$ cat config.mk
export PLATFORM = sky130hd
export DESIGN_NAME = cfg_seq_flat
export DESIGN_NICKNAME = d
export VERILOG_FILES = /design/src/rtl/cfg_seq_if.sv /design/src/rtl/cfg_seq.sv /design/src/flat_wrapper.sv
export SDC_FILE = /design/constraint.sdc
export NUM_CORES = 1
export LEC_CHECK = 0
export BUFFER_PORTS_ARGS = -buffer_cell sky130_fd_sc_hd__buf_4
export CAP_MARGIN = 40
export CORE_AREA = 2 2 91 93
export CTS_BUF_LIST = sky130_fd_sc_hd__clkbuf_4
export DETAILED_ROUTE_END_ITERATION = 8
export DIE_AREA = 0 0 93 95
export PLACE_DENSITY = 0.83
export SLEW_MARGIN = 10
export SYNTH_ARGS = -nofsm -noshare
export SYNTH_HDL_FRONTEND = slang
export SYNTH_SLANG_ARGS = --single-unit
$ cat constraint.sdc
create_clock -name i_clk -period 4.65 [get_ports i_clk]
set_input_delay 0.465 -clock i_clk [delete_from_list [all_inputs] [get_ports i_clk]]
set_output_delay 0.465 -clock i_clk [all_outputs]
set_load 0.01 [all_outputs]
$ cat src/rtl/cfg_seq_if.sv
// cfg_seq_if: register-write handshake between cfg_seq and the SCCB master.
// Signals: o_wr_valid/o_wr_reg/o_wr_val (request), i_wr_ready (accept),
//          i_wr_done (bus write finished), i_wr_nack (CFG_NACK_EN only).
// Names are from the sequencer's point of view.
interface cfg_seq_if #(
    parameter int REG_W = 8
) ();
    logic             o_wr_valid;
    logic             i_wr_ready;
    logic [REG_W-1:0] o_wr_reg;
    logic [REG_W-1:0] o_wr_val;
    logic             i_wr_done;
`ifdef CFG_NACK_EN
    logic             i_wr_nack;

    modport master (
        output o_wr_valid, o_wr_reg, o_wr_val,
        input  i_wr_ready, i_wr_done, i_wr_nack
    );
    modport slave (
        input  o_wr_valid, o_wr_reg, o_wr_val,
        output i_wr_ready, i_wr_done, i_wr_nack
    );
`else
    modport master (
        output o_wr_valid, o_wr_reg, o_wr_val,
        input  i_wr_ready, i_wr_done
    );
    modport slave (
        input  o_wr_valid, o_wr_reg, o_wr_val,
        output i_wr_ready, i_wr_done
    );
`endif
endinterface

$ cat src/rtl/cfg_seq.sv
// cfg_seq: camera configuration sequencer. Walks a {reg,val} table from
// address 0 (1-cycle read latency), handles END/DELAY markers and issues
// register writes to the SCCB master, waiting for each write to finish.
// Ports: i_clk, i_rstn (sync, active-low), i_start, o_busy, o_done,
//        o_rom_addr, i_rom_data, wr_if (cfg_seq_if.master),
//        o_err (CFG_NACK_EN only).
// Optional macro CFG_NACK_EN: NACK retry with MAX_RETRY retries and o_err.
module cfg_seq #(
    parameter int ADDR_W     = 8,
    parameter int ROM_DEPTH  = 256,
    parameter int REG_W      = 8,
    parameter int DELAY_UNIT = 100000,
    parameter int MAX_RETRY  = 3
) (
    input  logic                i_clk,
    input  logic                i_rstn,
    input  logic                i_start,
    output logic                o_busy,
    output logic                o_done,
    output logic [ADDR_W-1:0]   o_rom_addr,
    input  logic [2*REG_W-1:0]  i_rom_data,
`ifdef CFG_NACK_EN
    output logic                o_err,
`endif
    cfg_seq_if.master           wr_if
);

    if (ROM_DEPTH > 2**ADDR_W || DELAY_UNIT < 1 || MAX_RETRY < 0)
    begin : g_bad_cfg
        $error("cfg_seq: illegal parameter combination");
    end

    // Wide enough for the full val*DELAY_UNIT product.
    localparam int CW = REG_W + $clog2(DELAY_UNIT) + 1;
    localparam logic [CW-1:0] DU_W = CW'(DELAY_UNIT);
    localparam logic [ADDR_W-1:0] LAST_ADDR = ADDR_W'(ROM_DEPTH - 1);

    typedef enum logic [3:0] {
        S_IDLE,
        S_FETCH,
        S_DECODE,
        S_WRITE,
        S_WAIT,
        S_DELAY,
        S_NEXT,
        S_DONE,
        S_ERR
    } state_t;

    state_t r_state;
    state_t w_next;

    logic              r_busy;
    logic [ADDR_W-1:0] r_rom_addr;
    logic              r_wr_valid;
    logic [REG_W-1:0]  r_wr_reg;
    logic [REG_W-1:0]  r_wr_val;
    logic [CW-1:0]     r_dly_cnt;

    logic [REG_W-1:0]  w_reg;
    logic [REG_W-1:0]  w_val;
    logic              w_is_end;
    logic              w_is_dly;
    logic              w_last;
    logic [CW-1:0]     w_dly_load;

`ifdef CFG_NACK_EN
    localparam int RTW = $clog2(MAX_RETRY + 2);
    localparam logic [RTW-1:0] RETRY_MAX = RTW'(MAX_RETRY);

    logic [RTW-1:0] r_retry;
    logic           r_err;
    logic           w_nack;
    logic           w_retry_out;

    assign w_nack      = wr_if.i_wr_done && wr_if.i_wr_nack;
    assign w_retry_out = (r_retry == RETRY_MAX);
    assign o_err       = r_err;
`endif

    assign w_reg      = i_rom_data[2*REG_W-1:REG_W];
    assign w_val      = i_rom_data[REG_W-1:0];
    assign w_is_end   = (&w_reg) && (&w_val);
    assign w_is_dly   = (&w_reg) && !(&w_val);
    assign w_last     = (r_rom_addr == LAST_ADDR);
    assign w_dly_load = CW'(w_val) * DU_W;

    assign o_busy           = r_busy;
    assign o_done           = (r_state == S_DONE);
    assign o_rom_addr       = r_rom_addr;
    assign wr_if.o_wr_valid = r_wr_valid;
    assign wr_if.o_wr_reg   = r_wr_reg;
    assign wr_if.o_wr_val   = r_wr_val;

    always_ff @(posedge i_clk) begin
        if (!i_rstn) r_state <= S_IDLE;
        else         r_state <= w_next;
    end

    always_comb begin
        w_next = r_state;
        unique case (r_state)
            S_IDLE:   if (i_start) w_next = S_FETCH;
            S_FETCH:  w_next = S_DECODE;
            S_DECODE: begin
                if (w_is_end)
                    w_next = S_DONE;
                else if (w_is_dly)
                    w_next = (w_val == '0) ? S_NEXT : S_DELAY;
                else
                    w_next = S_WRITE;
            end
            S_WRITE:  if (wr_if.i_wr_ready) w_next = S_WAIT;
            S_WAIT: begin
`ifdef CFG_NACK_EN
                if (w_nack)
                    w_next = w_retry_out ? S_ERR : S_DECODE;
                else if (wr_if.i_wr_done)
                    w_next = S_NEXT;
`else
                if (wr_if.i_wr_done) w_next = S_NEXT;
`endif
            end
            S_DELAY:  if (r_dly_cnt == CW'(1)) w_next = S_NEXT;
            S_NEXT:   w_next = w_last ? S_DONE : S_FETCH;
            S_DONE:   w_next = S_IDLE;
            S_ERR:    w_next = S_IDLE;
            default:  w_next = S_IDLE;
        endcase
    end

    always_ff @(posedge i_clk) begin
        if (!i_rstn) begin
            r_busy     <= 1'b0;
            r_rom_addr <= '0;
            r_wr_valid <= 1'b0;
            r_wr_reg   <= '0;
            r_wr_val   <= '0;
            r_dly_cnt  <= '0;
`ifdef CFG_NACK_EN
            r_retry    <= '0;
            r_err      <= 1'b0;
`endif
        end else begin
            unique case (r_state)
                S_IDLE: begin
                    if (i_start) begin
                        r_rom_addr <= '0;
                        r_busy     <= 1'b1;
`ifdef CFG_NACK_EN
                        r_retry    <= '0;
                        r_err      <= 1'b0;
`endif
                    end
                end
                S_DECODE: begin
                    if (w_is_dly) begin
                        r_dly_cnt <= w_dly_load;
                    end else if (!w_is_end) begin
                        r_wr_reg   <= w_reg;
                        r_wr_val   <= w_val;
                        r_wr_valid <= 1'b1;
                    end
                end
                S_WRITE: begin
                    if (wr_if.i_wr_ready) r_wr_valid <= 1'b0;
                end
`ifdef CFG_NACK_EN
                S_WAIT: begin
                    if (w_nack && !w_retry_out) r_retry <= r_retry + 1'b1;
                end
`endif
                S_DELAY: r_dly_cnt <= r_dly_cnt - 1'b1;
                S_NEXT: begin
`ifdef CFG_NACK_EN
                    r_retry <= '0;
`endif
                    if (!w_last) r_rom_addr <= r_rom_addr + 1'b1;
                end
                S_DONE: r_busy <= 1'b0;
                S_ERR: begin
                    r_busy <= 1'b0;
`ifdef CFG_NACK_EN
                    r_err  <= 1'b1;
`endif
                end
                default: ;
            endcase
        end
    end

endmodule

$ cat src/flat_wrapper.sv
// flat-port wrapper written by rule: the top's interface ports become plain ports
module cfg_seq_flat 
#(
    parameter int ADDR_W     = 8,
    parameter int ROM_DEPTH  = 256,
    parameter int REG_W      = 8,
    parameter int DELAY_UNIT = 100000,
    parameter int MAX_RETRY  = 3
)
  (i_clk, i_rstn, i_start, o_busy, o_done, o_rom_addr, i_rom_data, wr_if_o_wr_valid, wr_if_o_wr_reg, wr_if_o_wr_val, wr_if_i_wr_ready, wr_if_i_wr_done);
  cfg_seq_if #(.REG_W(REG_W)) wr_if_i ();
  input  logic i_clk;
  input  logic i_rstn;
  input  logic i_start;
  output logic o_busy;
  output logic o_done;
  output logic [ADDR_W-1:0] o_rom_addr;
  input  logic [2*REG_W-1:0] i_rom_data;
  output wire logic [$bits(wr_if_i.o_wr_valid)-1:0] wr_if_o_wr_valid;
  output wire logic [$bits(wr_if_i.o_wr_reg)-1:0] wr_if_o_wr_reg;
  output wire logic [$bits(wr_if_i.o_wr_val)-1:0] wr_if_o_wr_val;
  input wire logic [$bits(wr_if_i.i_wr_ready)-1:0] wr_if_i_wr_ready;
  input wire logic [$bits(wr_if_i.i_wr_done)-1:0] wr_if_i_wr_done;
  assign wr_if_o_wr_valid = wr_if_i.o_wr_valid;
  assign wr_if_o_wr_reg = wr_if_i.o_wr_reg;
  assign wr_if_o_wr_val = wr_if_i.o_wr_val;
  assign wr_if_i.i_wr_ready = wr_if_i_wr_ready;
  assign wr_if_i.i_wr_done = wr_if_i_wr_done;
  cfg_seq #(.ADDR_W(ADDR_W), .ROM_DEPTH(ROM_DEPTH), .REG_W(REG_W), .DELAY_UNIT(DELAY_UNIT), .MAX_RETRY(MAX_RETRY)) u_core (.i_clk(i_clk), .i_rstn(i_rstn), .i_start(i_start), .o_busy(o_busy), .o_done(o_done), .o_rom_addr(o_rom_addr), .i_rom_data(i_rom_data), .wr_if(wr_if_i));
endmodule
==> impl_metrics.yaml <==
yosys:
  synthCells: 492
  synth_top_area_share_pct: 26.0
  synth_cell_types: 62
  synth_flop_cell: "dfxtp_1"
  yosys_warnings: 0
  async_flop_share_pct: 0
  synth_most_common_cell: "ha_1"
  synth_area_leaders: "dfxtp_1, ha_1, fa_1"
  synth-edff-count: 0
  ys_seq_area_share_pct: 26.0
  yosys.area.top_type: "dfxtp_1"
  avgSynthCellArea_um2: 8.60
  ys_top_cells_by_count: "ha_1, dfxtp_1, nor2_1"
  syn-num-nets: 586
  ys_ff_latch: 55
  syn_area_mm2: 0.00423
placed_design:
  place_area_mm2: 0.00465
  port-buffer-count: 47
  place_hpwl_um: 7690
  dp_slack_ns: 0.440
  place_congestion: 0.914
timing:
  setup_viol: 0
  worstMarginPinSlew_ns: 0.844
  grt_setup_unrepaired: "no"
  hold_violations: 0
  maxSlewViolCount: 0
  fin_setup_tns_ns: 0
  fin_crit_sh_pct: 83.5
  max_freq_mhz: 258
  clock_skew_ns: 0.0256
  setup_slack_ns: 0.768
  slew_headroom_pct: 43.2
  min_period_ns: 3.88
finish:
  post-route-util_pct: 59.5
  area_delta_synth_final_pct: 11.4
  fillers: 710
  largest_reg_flops: 26
  final_area_mm2: 0.00471
  fin_nets: 625
  regMostFlops: "u_core.r_dly_cnt"
  drive_above_1_share_pct: 13.7
setup_path:
  crit_chain: "buf_4 -> ha_1 -> fa_1 -> fa_1 -> ha_1 -> ha_1 -> a21oi_1 -> o211ai_1 -> and3_1 -> a211oi_1 -> o21ai_0 -> xnor2_1 -> a21oi_1"
  critical_path_class: "input port to flip-flop"
  slowest_stage: "fa_1"
  rr_worst_depth: 5
  cp_common_cell: "ha_1"
  start_kind: "input port"
  r2r-end: "u_core.r_dly_cnt[19]"
  max_stage_delay_ns: 0.54
  worstPathMaxFanout: 6
  worst_path_dominant_cell_family: "adder cells"
  r2r_slack_ns: 1.79
  crit_required_ns: 4.89
  critPathBufInv: 1
  crit_path_end_kind: "flip-flop"
  startpoint: "i_rom_data[3]"
  worstSetupEndpoint: "u_core.r_dly_cnt[24]"
  r2r-start: "u_core.r_state[0]"
  worst-path-stages: 13
  cp.arrival_ns: 4.12
route:
  drc: 0
  drt_iter0_drc: 215
  vias: 3814
  firstDrtPassIters: 5
  routed_wl_um: 9930
  wl_per_cell_um: 15.6
  drtAntennaViolNets: 0
  post_drt_via_cell_ratio: 5.98
floorplan:
  core_area_mm2: 0.00793
  dieArea_mm2: 0.00884
  initial_core_util_pct: 53.4
  die_width_um: 93
  ios: 48
  rows: 33
  die_y_um: 95
clocking:
  cts_sinks: 55
  htree_num_levels: 2
  post_cts_hold_buffer_count: 0
  insertion_delay_ns: 0.39
  cts_tree: "done"
  cts-root-buf: "clkbuf_4"
  postCtsSetupBuffers: 0
  cts_resized: 0
  cts_buffers: 5
  clkTransAtPathRegs_ns: 0.16
  clk_path_buf_depth: 2
global_routing:
  grt_pass1_vias: 3475
  grt_max_degree: 25
  grt_use_total_pct: 22.8
  grt_overflow: 0
  antenna_found_initial: 1
  grt_first_pass_wirelength_um: 16400
power:
  p_per_area_mw_per_mm2: 291
  peakVddDrop_uv: 158
  power_uw: 1370
  p_leak_uw: 0.00206
run:
  cap_viol_max_count: 0
hold_path:
  hold_path_class: "input port to flip-flop"
run_status:
  status: "finished, final reports clean"
worst reg2reg max path, delay by kind of cell (launching register included):
family           cells  cell delay (ns)
flip-flops           1             0.69
AND/OR/NAND/NOR      4             1.90
AO/OA/AOI/OAI        1             0.18
final cells by class:
cell class	instances	area, um2	share of cell area [%]
diodes	1	2.50	0.0531
clock buffers	5	37.5	0.796
clock inverters	3	22.5	0.478
inverters	28	105	2.23
multi-input cells	392	2950	62.5
flip-flops and latches	55	1100	23.4
well taps	105	131	2.79
repair buffers	49	368	7.80
where the power goes:
group / internal, uW / total [uW] / leakage, uW / switching, uW
Combinational: 275 / 633 / 0.00158 / 358
Sequential: 491 / 512 / 0.000445 / 21.1
Clock: 62.5 / 226 / 0.0000360 / 163
routing by layer:
layer  vias up  wire (um)  GRT usage [%]
li1       1897          -              -
met1      1778       4500           30.8
met2       126       4750           38.6
met3        13        536           2.87
met4         0        144           6.37
met5         -          0              0
stage by stage:
step | std cells | hold WS, ns
2_1_floorplan | 492 | 0.432
4_1_cts | 637 | 0.331
6_report | 638 | 0.328
5_1_grt | 638 | 0.326
3_5_place_dp | 629 | 0.458
3_3_place_gp | 629 | 0.438
worst min path at each step:
stage,slack (ns),from,cells after the start,endpoint
after global routing,0.33,i_rom_data[11],3,u_core.wr_if.o_wr_reg[3]
after floorplan,0.43,u_core.r_dly_cnt[25],2,u_core.r_dly_cnt[25]
after detailed placement,0.46,u_core.r_dly_cnt[25],2,u_core.r_dly_cnt[25]
after global placement,0.44,u_core.r_dly_cnt[25],2,u_core.r_dly_cnt[25]
after CTS,0.33,i_rom_data[14],3,u_core.wr_if.o_wr_reg[6]
final,0.33,i_rom_data[14],3,u_core.wr_if.o_wr_reg[6]
layout by cell type (no fill, tap or decap), drive strengths merged, types with 15 or more instances in the layout:
master / instances
ha: 61
nor2: 55
dfxtp: 55
buf: 49
a21oi: 45
inv: 30
nand2: 28
nand3: 21
o21ai: 17
mux2i: 15
cell families (layout without fill, tap and decap cells):
logic type / count (synthesis) / count (layout) / synth area share (%)
AND/OR/NAND/NOR: 165 / 165 / 19.9
AO/OA/AOI/OAI: 119 / 119 / 18.3
adder cells (fa/ha/maj): 73 / 73 / 23.7
flip-flops: 55 / 55 / 26.0
buffers and inverters: 45 / 85 / 4.38
XOR/XNOR: 20 / 20 / 4.14
multiplexers: 15 / 15 / 3.55
other: 0 / 1 / 0
(Power assumes the default switching activity.)
